==> src/rtl/upsp_dispatch_ctrl.sv <==
// Frame scheduler: routes AXI-Stream pixels to N_PARALLEL up-sampling PEs with overlap multicast.
// Optional stall counter enabled by defining UPSP_DISPATCH_PERF_EN.
module upsp_dispatch_ctrl #(
  parameter  int DATA_WIDTH     = 32,
  parameter  int SRC_IMG_WIDTH  = 1920,
  parameter  int SRC_IMG_HEIGHT = 1080,
  parameter  int N_PARALLEL     = 2,
  parameter  int OVERLAP        = 2,
  localparam int COL_W          = $clog2(SRC_IMG_WIDTH),
  localparam int ROW_W          = $clog2(SRC_IMG_HEIGHT)
) (
  input  logic                  clk,
  input  logic                  rst_n,
  input  logic                  start,
  output logic                  busy,
  output logic                  frame_done,
  output logic                  err_tlast,
  input  logic                  s_tvalid,
  output logic                  s_tready,
  input  logic [DATA_WIDTH-1:0] s_tdata,
  input  logic                  s_tlast,
  output logic [N_PARALLEL-1:0] pe_valid,
  input  logic [N_PARALLEL-1:0] pe_ready,
  output logic [DATA_WIDTH-1:0] pe_data,
  input  logic [N_PARALLEL-1:0] pe_done,
  output logic [COL_W-1:0]      col_out,
  output logic [ROW_W-1:0]      row_out,
  output logic [31:0]           perf_stall_cnt
);

  localparam int BLK = SRC_IMG_WIDTH / N_PARALLEL;

  localparam logic [1:0] ST_IDLE    = 2'd0;
  localparam logic [1:0] ST_RUN     = 2'd1;
  localparam logic [1:0] ST_DRAIN   = 2'd2;
  localparam logic [1:0] ST_WAIT_PE = 2'd3;

  localparam logic [COL_W-1:0] COL_LAST = COL_W'(SRC_IMG_WIDTH - 1);
  localparam logic [ROW_W-1:0] ROW_LAST = ROW_W'(SRC_IMG_HEIGHT - 1);

  function automatic int blk_lo(input int k);
    return (k * BLK > OVERLAP) ? (k * BLK - OVERLAP) : 0;
  endfunction

  function automatic int blk_hi(input int k);
    return ((k + 1) * BLK - 1 + OVERLAP < SRC_IMG_WIDTH) ? ((k + 1) * BLK - 1 + OVERLAP)
                                                         : (SRC_IMG_WIDTH - 1);
  endfunction

  logic [1:0]            state_q,   state_d;
  logic [N_PARALLEL-1:0] pending_q, pending_d;
  logic [DATA_WIDTH-1:0] pe_data_q, pe_data_d;
  logic [COL_W-1:0]      col_q,     col_d;
  logic [ROW_W-1:0]      row_q,     row_d;
  logic                  err_q,     err_d;
  logic [N_PARALLEL-1:0] done_q,    done_d;

  logic [N_PARALLEL-1:0] target_mask_s;
  logic                  s_tready_s;
  logic                  accept_s;
  logic                  col_last_s;
  logic                  last_px_s;

  // Target PE mask for the column about to be accepted.
  always_comb begin
    target_mask_s = '0;
    for (int k = 0; k < N_PARALLEL; k++) begin
      target_mask_s[k] = (int'(col_q) >= blk_lo(k)) && (int'(col_q) <= blk_hi(k));
    end
  end

  // A new pixel fits once every pending PE either is idle or takes it this cycle.
  assign s_tready_s = (state_q == ST_RUN) && ((pending_q & ~pe_ready) == '0);
  assign accept_s   = s_tvalid && s_tready_s;
  assign col_last_s = (col_q == COL_LAST);
  assign last_px_s  = col_last_s && (row_q == ROW_LAST);

  // Next-state for FSM, hold stage, position counters and sticky flags.
  always_comb begin
    state_d   = state_q;
    pending_d = pending_q & ~pe_ready;
    pe_data_d = pe_data_q;
    col_d     = col_q;
    row_d     = row_q;
    err_d     = err_q;
    done_d    = done_q;

    if (accept_s) begin
      pe_data_d = s_tdata;
      pending_d = target_mask_s;
      if (col_last_s) begin
        col_d = '0;
        row_d = (row_q == ROW_LAST) ? row_q : (row_q + ROW_W'(1));
      end else begin
        col_d = col_q + COL_W'(1);
        row_d = row_q;
      end
      if (s_tlast != col_last_s) begin
        err_d = 1'b1;
      end else begin
        err_d = err_q;
      end
    end else begin
      pe_data_d = pe_data_q;
    end

    if (state_q != ST_IDLE) begin
      done_d = done_q | pe_done;
    end else begin
      done_d = done_q;
    end

    case (state_q)
      ST_IDLE: begin
        if (start) begin
          state_d = ST_RUN;
          col_d   = '0;
          row_d   = '0;
          done_d  = '0;
          err_d   = 1'b0;
        end else begin
          state_d = ST_IDLE;
        end
      end
      ST_RUN: begin
        if (accept_s && last_px_s) begin
          state_d = ST_DRAIN;
        end else begin
          state_d = ST_RUN;
        end
      end
      ST_DRAIN: begin
        if (pending_q == '0) begin
          state_d = ST_WAIT_PE;
        end else begin
          state_d = ST_DRAIN;
        end
      end
      ST_WAIT_PE: begin
        if (&done_q) begin
          state_d = ST_IDLE;
        end else begin
          state_d = ST_WAIT_PE;
        end
      end
      default: begin
        state_d = ST_IDLE;
      end
    endcase
  end

  // State registers; reset drops any pending pixels.
  always_ff @(posedge clk or negedge rst_n) begin
    if (!rst_n) begin
      state_q   <= ST_IDLE;
      pending_q <= '0;
      pe_data_q <= '0;
      col_q     <= '0;
      row_q     <= '0;
      err_q     <= 1'b0;
      done_q    <= '0;
    end else begin
      state_q   <= state_d;
      pending_q <= pending_d;
      pe_data_q <= pe_data_d;
      col_q     <= col_d;
      row_q     <= row_d;
      err_q     <= err_d;
      done_q    <= done_d;
    end
  end

`ifdef UPSP_DISPATCH_PERF_EN
  logic [31:0] stall_q, stall_d;

  // Saturating count of cycles where input is offered but refused in RUN.
  always_comb begin
    if ((state_q == ST_IDLE) && start) begin
      stall_d = 32'd0;
    end else if ((state_q == ST_RUN) && s_tvalid && !s_tready_s && (stall_q != 32'hFFFF_FFFF)) begin
      stall_d = stall_q + 32'd1;
    end else begin
      stall_d = stall_q;
    end
  end

  // Stall counter register.
  always_ff @(posedge clk or negedge rst_n) begin
    if (!rst_n) begin
      stall_q <= 32'd0;
    end else begin
      stall_q <= stall_d;
    end
  end

  assign perf_stall_cnt = stall_q;
`else
  assign perf_stall_cnt = 32'd0;
`endif

  assign busy       = (state_q != ST_IDLE);
  assign frame_done = (state_q == ST_WAIT_PE) && (&done_q);
  assign err_tlast  = err_q;
  assign s_tready   = s_tready_s;
  assign pe_valid   = pending_q;
  assign pe_data    = pe_data_q;
  assign col_out    = col_q;
  assign row_out    = row_q;

endmodule
==> config.mk <==
export PLATFORM = sky130hd
export DESIGN_NAME = upsp_dispatch_ctrl
export DESIGN_NICKNAME = d
export VERILOG_FILES = /design/src/rtl/upsp_dispatch_ctrl.sv
export SDC_FILE = /design/constraint.sdc
export NUM_CORES = 1
export LEC_CHECK = 0
export CAP_MARGIN = 20
export CORE_UTILIZATION = 38
export CTS_CLUSTER_SIZE = 10
export DETAILED_ROUTE_END_ITERATION = 8
export HOLD_SLACK_MARGIN = 0.06
export PLACE_DENSITY_LB_ADDON = 0.15
export SKIP_CTS_REPAIR_TIMING = 1
export SYNTH_ARGS = -nofsm -noshare
export SYNTH_HDL_FRONTEND = slang
export SYNTH_SLANG_ARGS = --single-unit
==> constraint.sdc <==
create_clock -name clk -period 1.7 [get_ports clk]
set_clock_uncertainty 0.2 [all_clocks]
set_input_delay 0.17 -clock clk [delete_from_list [all_inputs] [get_ports clk]]
set_output_delay 0.17 -clock clk [all_outputs]
set_load 0.03 [all_outputs]
==> After elaboration in Yosys (flattened, before gate mapping) <==
Index checks and enable logic that the tools add are counted.
{ "totals": {"word_cells": 54, "input_bits": 41, "ff_bits": 61, "output_inout_bits": 92} }
{ "classes": {"bitwise_logic": 3, "muxes": 22, "n_reduce_logical": 11, "magnitude_cmp": 3, "n_eq_ne": 6, "addsub": 2} }
{ "op_table": {"columns": ["operator", "n"], "rows": [
  ["$mux 11", 9],
  ["$add 11x1->11 const B", 2],
  ["$eq 11x11->1 const B", 2],
  ["$mux 2", 6],
  ["$ge 11x10->1 const B", 1],
  ["$le 11x10->1 const B", 1],
  ["$le 11x11->1 const B", 1],
  ["$pmux 2 s4", 1],
  ["$logic_and 1x1->1", 6],
  ["$logic_not 2->1", 3],
  ["$mux 1", 6],
  ["$eq 2x2->1 const B", 2],
  ["$and 2x2->2", 1],
  ["$eq 2x1->1 const B", 1],
  ["$not 2->2", 1],
  ["$or 2x2->2", 1],
  ["$reduce_and 2->1", 1],
  ["$reduce_bool 2->1", 1],
  ["$ne 1x1->1", 1]
]} }

==> Logic depth before layout (Yosys ltp) <==
Gate-level depths: netlist of the first run.
{ "logic_depth": {"word_depth": 8, "ltp_mapped": 7, "ltp_nobuf": 6} }

==> Least setup slack after synthesis of the first run <==
No wires, ideal clock.
{ "synth_path": {"path_kind": "reg-to-reg", "startpoint": "register row_q[7], in the netlist row_out[7]", "endpoint": "register row_q[2], in the netlist row_out[2]", "synth_period_minus_slack_ps": 1997, "setup_slack_ps": -297, "required_ps": 1380, "arrival_ps": 1678, "n_path_buf": 0, "setup_time_ps": 120, "path_stages_with_launch": 5, "path_cell_list": "dfrtp_1 -> or4b_4 -> nor4_4 -> nor3_4 -> a31o_1"} }
{ "synth_via": {"elab_chain_len": 6} }
{ "synth_rtl": {"columns": ["item", "line_no", "source"], "rows": [
  ["start, declared", "54", "logic [ROW_W-1:0] row_q, row_d;"],
  ["start signal, assigned", "167", "row_q <= row_d;"],
  ["$eq 11x11->1 *", "93", "row_d = (row_q == ROW_LAST) ? row_q : (row_q + ROW_W'(1));"],
  ["$mux 11 *", "93", null],
  ["$mux 11 *", "91", "if (col_last_s) begin"],
  ["$mux 11 *", "88", "if (accept_s) begin"],
  ["$mux 11", "115", "if (start) begin"],
  ["$mux 11 *", "113", "case (state_q)"],
  ["net row_d[2]", "54", null]
]} }
Mark *: on every way through the listed nets, which the timed path passes. The rest lies on a longest branch.
A chain may end at the register's enable or synchronous reset.

==> Worst setup path after layout of the first run <==
{ "layout_path": {"startpoint": "register row_q[1], in the netlist row_out[1]", "endpoint": "register row_q[2], in the netlist row_out[2]"} }
{ "layout_via": {"elab_chain_len": 6, "word_cells_on_any_way": 7, "classes_between": "add/sub: 1; eq/ne: 1; mux: 5"} }
{ "layout_rtl": {"columns": ["item", "line_no"], "rows": [
  ["$add 11x1->11 / $eq 11x11->1 (equally long branches)", "93"],
  ["$mux 11 *", "93"],
  ["$mux 11 *", "91"],
  ["$mux 11 *", "88"],
  ["$mux 11", "115"],
  ["$mux 11 *", "113"],
  ["net row_d[2]", "54"]
]} }
Marks and branches as above.

==> impl_metrics.csv, run 1 <==
group,metric,value,unit
clock_tree,htreeDepth,3,
setup_path,crit_required,1.73,ns
die,rows,32,
grt,grt_pass1_wl,12500,um
finish,fillers,635,
clock_tree,cts-root-buf,"clkbuf_8",
die,core,7730,um2
die,start_util,0.393,
setup_path,start_kind,"flip-flop",
outcome,run_status,"finished, violations left",
power,p_leak,0.00312,uW
finish,layout_common_cells,"nand2_1, dlymetal6s2s_1, buf_4",
setup_path,reg2reg_depth,7,
setup_path,path_class,"reg2reg",
setup_path,path_buf_inv,1,
setup_path,worstReg2RegStart,"row_out[1]",
synth,ys_ff_latch,61,
route,wl_met1,3560,um
sta,fmax,0.520,GHz
sta,timing.final.hold_violations,0,
setup_path,crit_path_end_kind,"flip-flop",
die,pin_count,133,
synth,syn_area,3030,um2
setup_path,critPathSlowestCell,"dfrtp_2",
grt,grt_usage,0.189,
route,drt.antenna.violating_nets,0,
route,dr_wl_met2,3960,um
finish,layout_commonest_cell,"nand2_1",
route,wirelength,8100,um
setup_path,cp.arrival,1.95,ns
power,p_clk_frac,0.279,
power,p_switching,1610,uW
setup_path,cp_top_family,"simple AND/OR/NAND/NOR gates",
route,met3_length,477,um
finish,layout.nets,546,
synth,ys_seq_area_frac,0.503,
finish,fin_area,5100,um2
synth,synth_edf_count,0,
placement,dpl.cell_count,576,
placement,gp_congestion,0.776,
finish,num_antenna_cells,0,
finish,multi_input_area,1520,um2
sta,rsz0062_at_grt,"yes",
clock_tree,clk-insertion-delay-late,0.33,ns
power,vdd_drop_max,0.496,mV
route,vias,2795,
finish,drive_above_1_share,0.243,
finish,postLayoutCoreUtil,0.660,
route,top_layer,"met4",
synth,synth-main-ff-cell,"dfrtp_1",
route,drc,0,
power,power_density,923,nW/um2
route,drt_iter0_markers,49,
worst_hold_path,hp-start,"s_tdata[30]",
die,die-area,8350,um2
setup_path,crit_chain,"ha_4 > nand4_1 > nor4_4 > buf_4 > nor3_4 > a21oi_2 > a31o_1",
grt,antenna_found_initial,0,
finish,regArea,1550,um2
clock_tree,cts_tree,"built",
finish,area_growth,68.2,%
synth,postSynthCellCount,342,
worst_hold_path,min_path_cells,3,
placement,place_area,4360,um2
placement,dpl.hpwl,5370,um
route,drtPass1Iterations,5,
flow_run,cap_violations,0,
setup_path,reg2reg_to,"row_out[2]",
setup_path,crit_start,"row_out[1]",
clock_tree,clock_sinks,61,
synth,syn-mean-instance-area,8.87,um2
power,internal_power,3100,uW
clock_tree,numCtsBuffers,9,
placement,io_buffers,100,
power,seqPwrFrac,0.368,
die,die_y,91.4,um
grt,grt_max_degree,34,
die,die_w,91.4,um
outcome,violations,"negative setup slack",
clock_tree,cts_max_path_buffers,2,
setup_path,path_max_fanout,8,
setup_path,slowest_delay,0.42,ns
finish,fin_cells,608,
synth,async_reset_ff_frac,1.00,
sta,finalCriticalPeriod,1.92,ns
grt,grt_overflow_total,0,
sta,slew_violations,0,
worst_hold_path,min_path_type,"in2reg",
setup_path,rrSetupSlack,-0.22,ns
sta,setup_viol_count_final,10,
synth,yosys_warnings,0,
sta,timing.final.ws_setup,-0.224,ns
worst_hold_path,min_to,"pe_data[30]",
route,avgRoutedWirePerCell,13.3,um
sta,period_share,1.13,
power,switching_share,0.341,
sta,holdWs,0.159,ns
route,viasPerCell,4.60,
clock_tree,path_clk_slew,0.07,ns
synth,synthDistinctLibCells,39,
power,power.total,4710,uW
power,p_comb_frac,0.353,
grt,grt_pass1_vias,2650,
[per-layer routing]
metal / vias up / track usage
met5: - / 0
met4: 0 / 0.0754
met3: 10 / 0.0519
met2: 88 / 0.301
met1: 1327 / 0.245
li1: 1370 / -
[worst min-delay path, cell delays in order]
cell and delay, ns:
clkdlybuf4s50_1 0.39, nand2_1 0.05, nand2_1 0.04
[state kept, by name (all words and copies together) (netlist names)]
signal and cells:
pe_valid 2, row_out 11, state_q 2, err_tlast 1, pe_data 32, done_q 2
col_out 11
[cells in the mapped netlist (5+ instances only)]
cell,count,area (um2)
o21ai_0,12,60.1
xor2_1,6,52.6
nand2_1,114,428
a21oi_1,8,40.0
clkbuf_1,5,18.8
buf_4,33,248
xnor2_1,10,87.6
dfrtp_1,61,1530
nor3_1,7,35.0
nand4_1,8,50.1
nor2_1,26,97.6
nand3_1,5,25.0
[layout make-up]
type	count	share of cell area
multi-input cells	265	0.298
repair buffers	160	0.331
inverters	4	0.00294
flip-flops and latches	61	0.303
clock inverters	3	0.00858
clock buffers	13	0.0311
well taps	102	0.0250
[worst max path at each step]
stage / endpoint / slack [ns] / cells after the start
floorplan: row_out[2] / -0.24 / 4
global placement: row_out[2] / -0.32 / 6
detailed placement: row_out[2] / -0.36 / 6
CTS: busy / -0.39 / 4
global route: row_out[2] / -0.31 / 7
finish: row_out[2] / -0.22 / 7
[power by group through the flow]
stage	logic [uW]	registers [uW]	clock network, uW
finish	1660	1730	1310
global route	1790	1760	1410
CTS	1550	1740	1350
detailed placement	1550	1760	0
global placement	1540	1760	0
floorplan	463	2170	0
[metrics by stage]
stage / worst slack (ns) / TNS, ns
floorplan: -0.245 / -1.61
global placement: -0.316 / -13.21
detailed placement: -0.360 / -15.39
CTS: -0.390 / -10.75
global route: -0.310 / -2.75
finish: -0.224 / -1.28
[kinds of logic (layout without fill, tap and decap cells)]
logic type | Yosys count | after routing | synth area share
buf+inv | 48 | 180 | 0.102
fa+ha+maj | 4 | 4 | 0.0165
xor+xnor | 16 | 16 | 0.0462
simple gates | 185 | 186 | 0.280
flops | 61 | 61 | 0.503
other cells | 1 | 32 | 0.00124
compound gates | 27 | 27 | 0.0511
No activity file was read; power rests on OpenSTA's default activity.
==> run 2, diff against run 1 <==
--- a/config.mk
+++ b/config.mk
@@ -10,7 +10,7 @@
 export CTS_CLUSTER_SIZE = 10
 export DETAILED_ROUTE_END_ITERATION = 8
 export HOLD_SLACK_MARGIN = 0.06
-export PLACE_DENSITY_LB_ADDON = 0.15
+export PLACE_DENSITY = 0.83
 export SKIP_CTS_REPAIR_TIMING = 1
 export SYNTH_ARGS = -nofsm -noshare
 export SYNTH_HDL_FRONTEND = slang
==> impl_metrics.csv, run 2 (same netlist as run 1, synthesis figures left out) <==
group,metric,value,unit
die,die_w,91.4,um
die,rows,32,
outcome,run_status,"finished, violations left",
grt,grt_pass1_vias,2676,
finish,drive_above_1_share,0.238,
finish,area_growth,63.5,%
clock_tree,path_clk_slew,0.06,ns
placement,gp_congestion,0.874,
setup_path,rrSetupSlack,-0.29,ns
route,drc,0,
route,drtPass1Iterations,4,
grt,grt_max_degree,62,
setup_path,start_kind,"flip-flop",
outcome,violations,"negative setup slack",
route,drt_iter0_markers,175,
sta,period_share,1.17,
power,power_density,911,nW/um2
setup_path,path_buf_inv,1,
flow_run,cap_violations,0,
sta,timing.final.ws_setup,-0.289,ns
grt,top_usage_layer,"met2",
die,core,7730,um2
grt,grt_usage,0.195,
power,p_leak,0.00304,uW
clock_tree,numCtsBuffers,9,
finish,num_antenna_cells,0,
placement,dpl.hpwl,5420,um
setup_path,crit_start,"row_out[7]",
grt,antenna_found_initial,0,
placement,io_buffers,100,
sta,rsz0062_at_grt,"yes",
placement,place_area,4390,um2
sta,finalCriticalPeriod,1.99,ns
setup_path,reg2reg_to,"row_out[8]",
worst_hold_path,min_path_type,"in2reg",
sta,tns,-1.84,ns
die,die-area,8350,um2
setup_path,crit_required,1.71,ns
grt,use_met3,0.0628,
clock_tree,cts_max_path_buffers,2,
setup_path,reg2reg_depth,6,
power,power.total,4520,uW
sta,slew_violations,0,
route,vias,2849,
worst_hold_path,min_path_cells,3,
setup_path,path_class,"reg2reg",
setup_path,critPathSlowestCell,"or4b_4",
setup_path,cp.depth,6,
setup_path,cp.arrival,2.00,ns
grt,use_met1,0.240,
sta,setup_viol_count_final,14,
grt,grt_overflow_total,0,
route,avgRoutedWirePerCell,13.4,um
clock_tree,clock_sinks,61,
route,wirelength,8100,um
grt,grt_pass1_wl,12700,um
die,pin_count,133,
setup_path,crit_path_end_kind,"flip-flop",
clock_tree,cts-root-buf,"clkbuf_8",
sta,timing.final.hold_violations,0,
route,drt.antenna.violating_nets,0,
finish,layout_commonest_cell,"nand2_1",
die,die_y,91.4,um
setup_path,worstReg2RegStart,"row_out[7]",
setup_path,slowest_delay,0.54,ns
finish,layout.nets,541,
route,viasPerCell,4.72,
setup_path,path_max_fanout,3,
setup_path,cp_top_family,"simple AND/OR/NAND/NOR gates",
clock_tree,clk-insertion-delay-late,0.34,ns
worst_hold_path,min_to,"pe_data[27]",
finish,fin_area,4960,um2
power,vdd_drop_max,0.454,mV
sta,fmax,0.503,GHz
finish,layout_common_cells,"nand2_1, dlymetal6s2s_1, buf_4",
die,start_util,0.393,
clock_tree,cts_tree,"built",
setup_path,crit_chain,"or4b_4 > nor4_4 > buf_4 > nor2_2 > o21ai_1 > a21oi_1",
clock_tree,htreeDepth,3,
grt,grt_use_met2,0.321,
finish,largest_reg_flops,32,
worst_hold_path,hp-start,"s_tdata[27]",
-- run 2: changes by cell type in the layout (fill, tap and decap cells not counted), moves of 2 or more --
cell | before | now
buf_2 | 1 | 3
buf_6 | 6 | 8
buf_8 | 3 | 0
clkbuf_16 | 2 | 0
-- run 2: metrics by stage --
stage                      util  cells  hold WS [ns]  setup WS, ns
after global placement    0.568    577       0.00177        -0.268
after CTS                 0.591    593        -0.364        -0.364
after global routing      0.642    603         0.157        -0.355
final                     0.642    603         0.158        -0.289
after detailed placement  0.568    577       0.00653        -0.341
after floorplan               -    373        -0.326        -0.245
-- run 2: worst max path at each step --
| stage | to |
|---|---|
| CTS | busy |
| finish | row_out[8] |
| global route | row_out[8] |
| global placement | col_out[5] |
| detailed placement | col_out[5] |
| floorplan | row_out[2] |
-- run 2: worst min-delay path, stage by stage --
cell             delay [ns]
clkdlybuf4s50_1        0.39
nand2_1                0.05
nand2_1                0.04
-- run 2: layout make-up --
type / count / area [um2]
inverters: 4 / 15.0
clock buffers: 15 / 176
fillers: 609 / 2770
clock inverters: 1 / 5.00
multi-input cells: 264 / 1490
flip-flops and latches: 61 / 1550
well taps: 102 / 128
repair buffers: 156 / 1600
-- run 2: layer usage --
metal	vias to the layer above	share of wire
met1	1367	0.42
met4	0	0.012
li1	1352	-
met5	-	0
met2	121	0.49
met3	9	0.069
-- run 2: power breakdown --
| group | total (uW) | switching (uW) | internal [uW] |
|---|---|---|---|
| Sequential | 1740 | 102 | 1640 |
| Combinational | 1580 | 936 | 647 |
| Clock | 1190 | 541 | 649 |
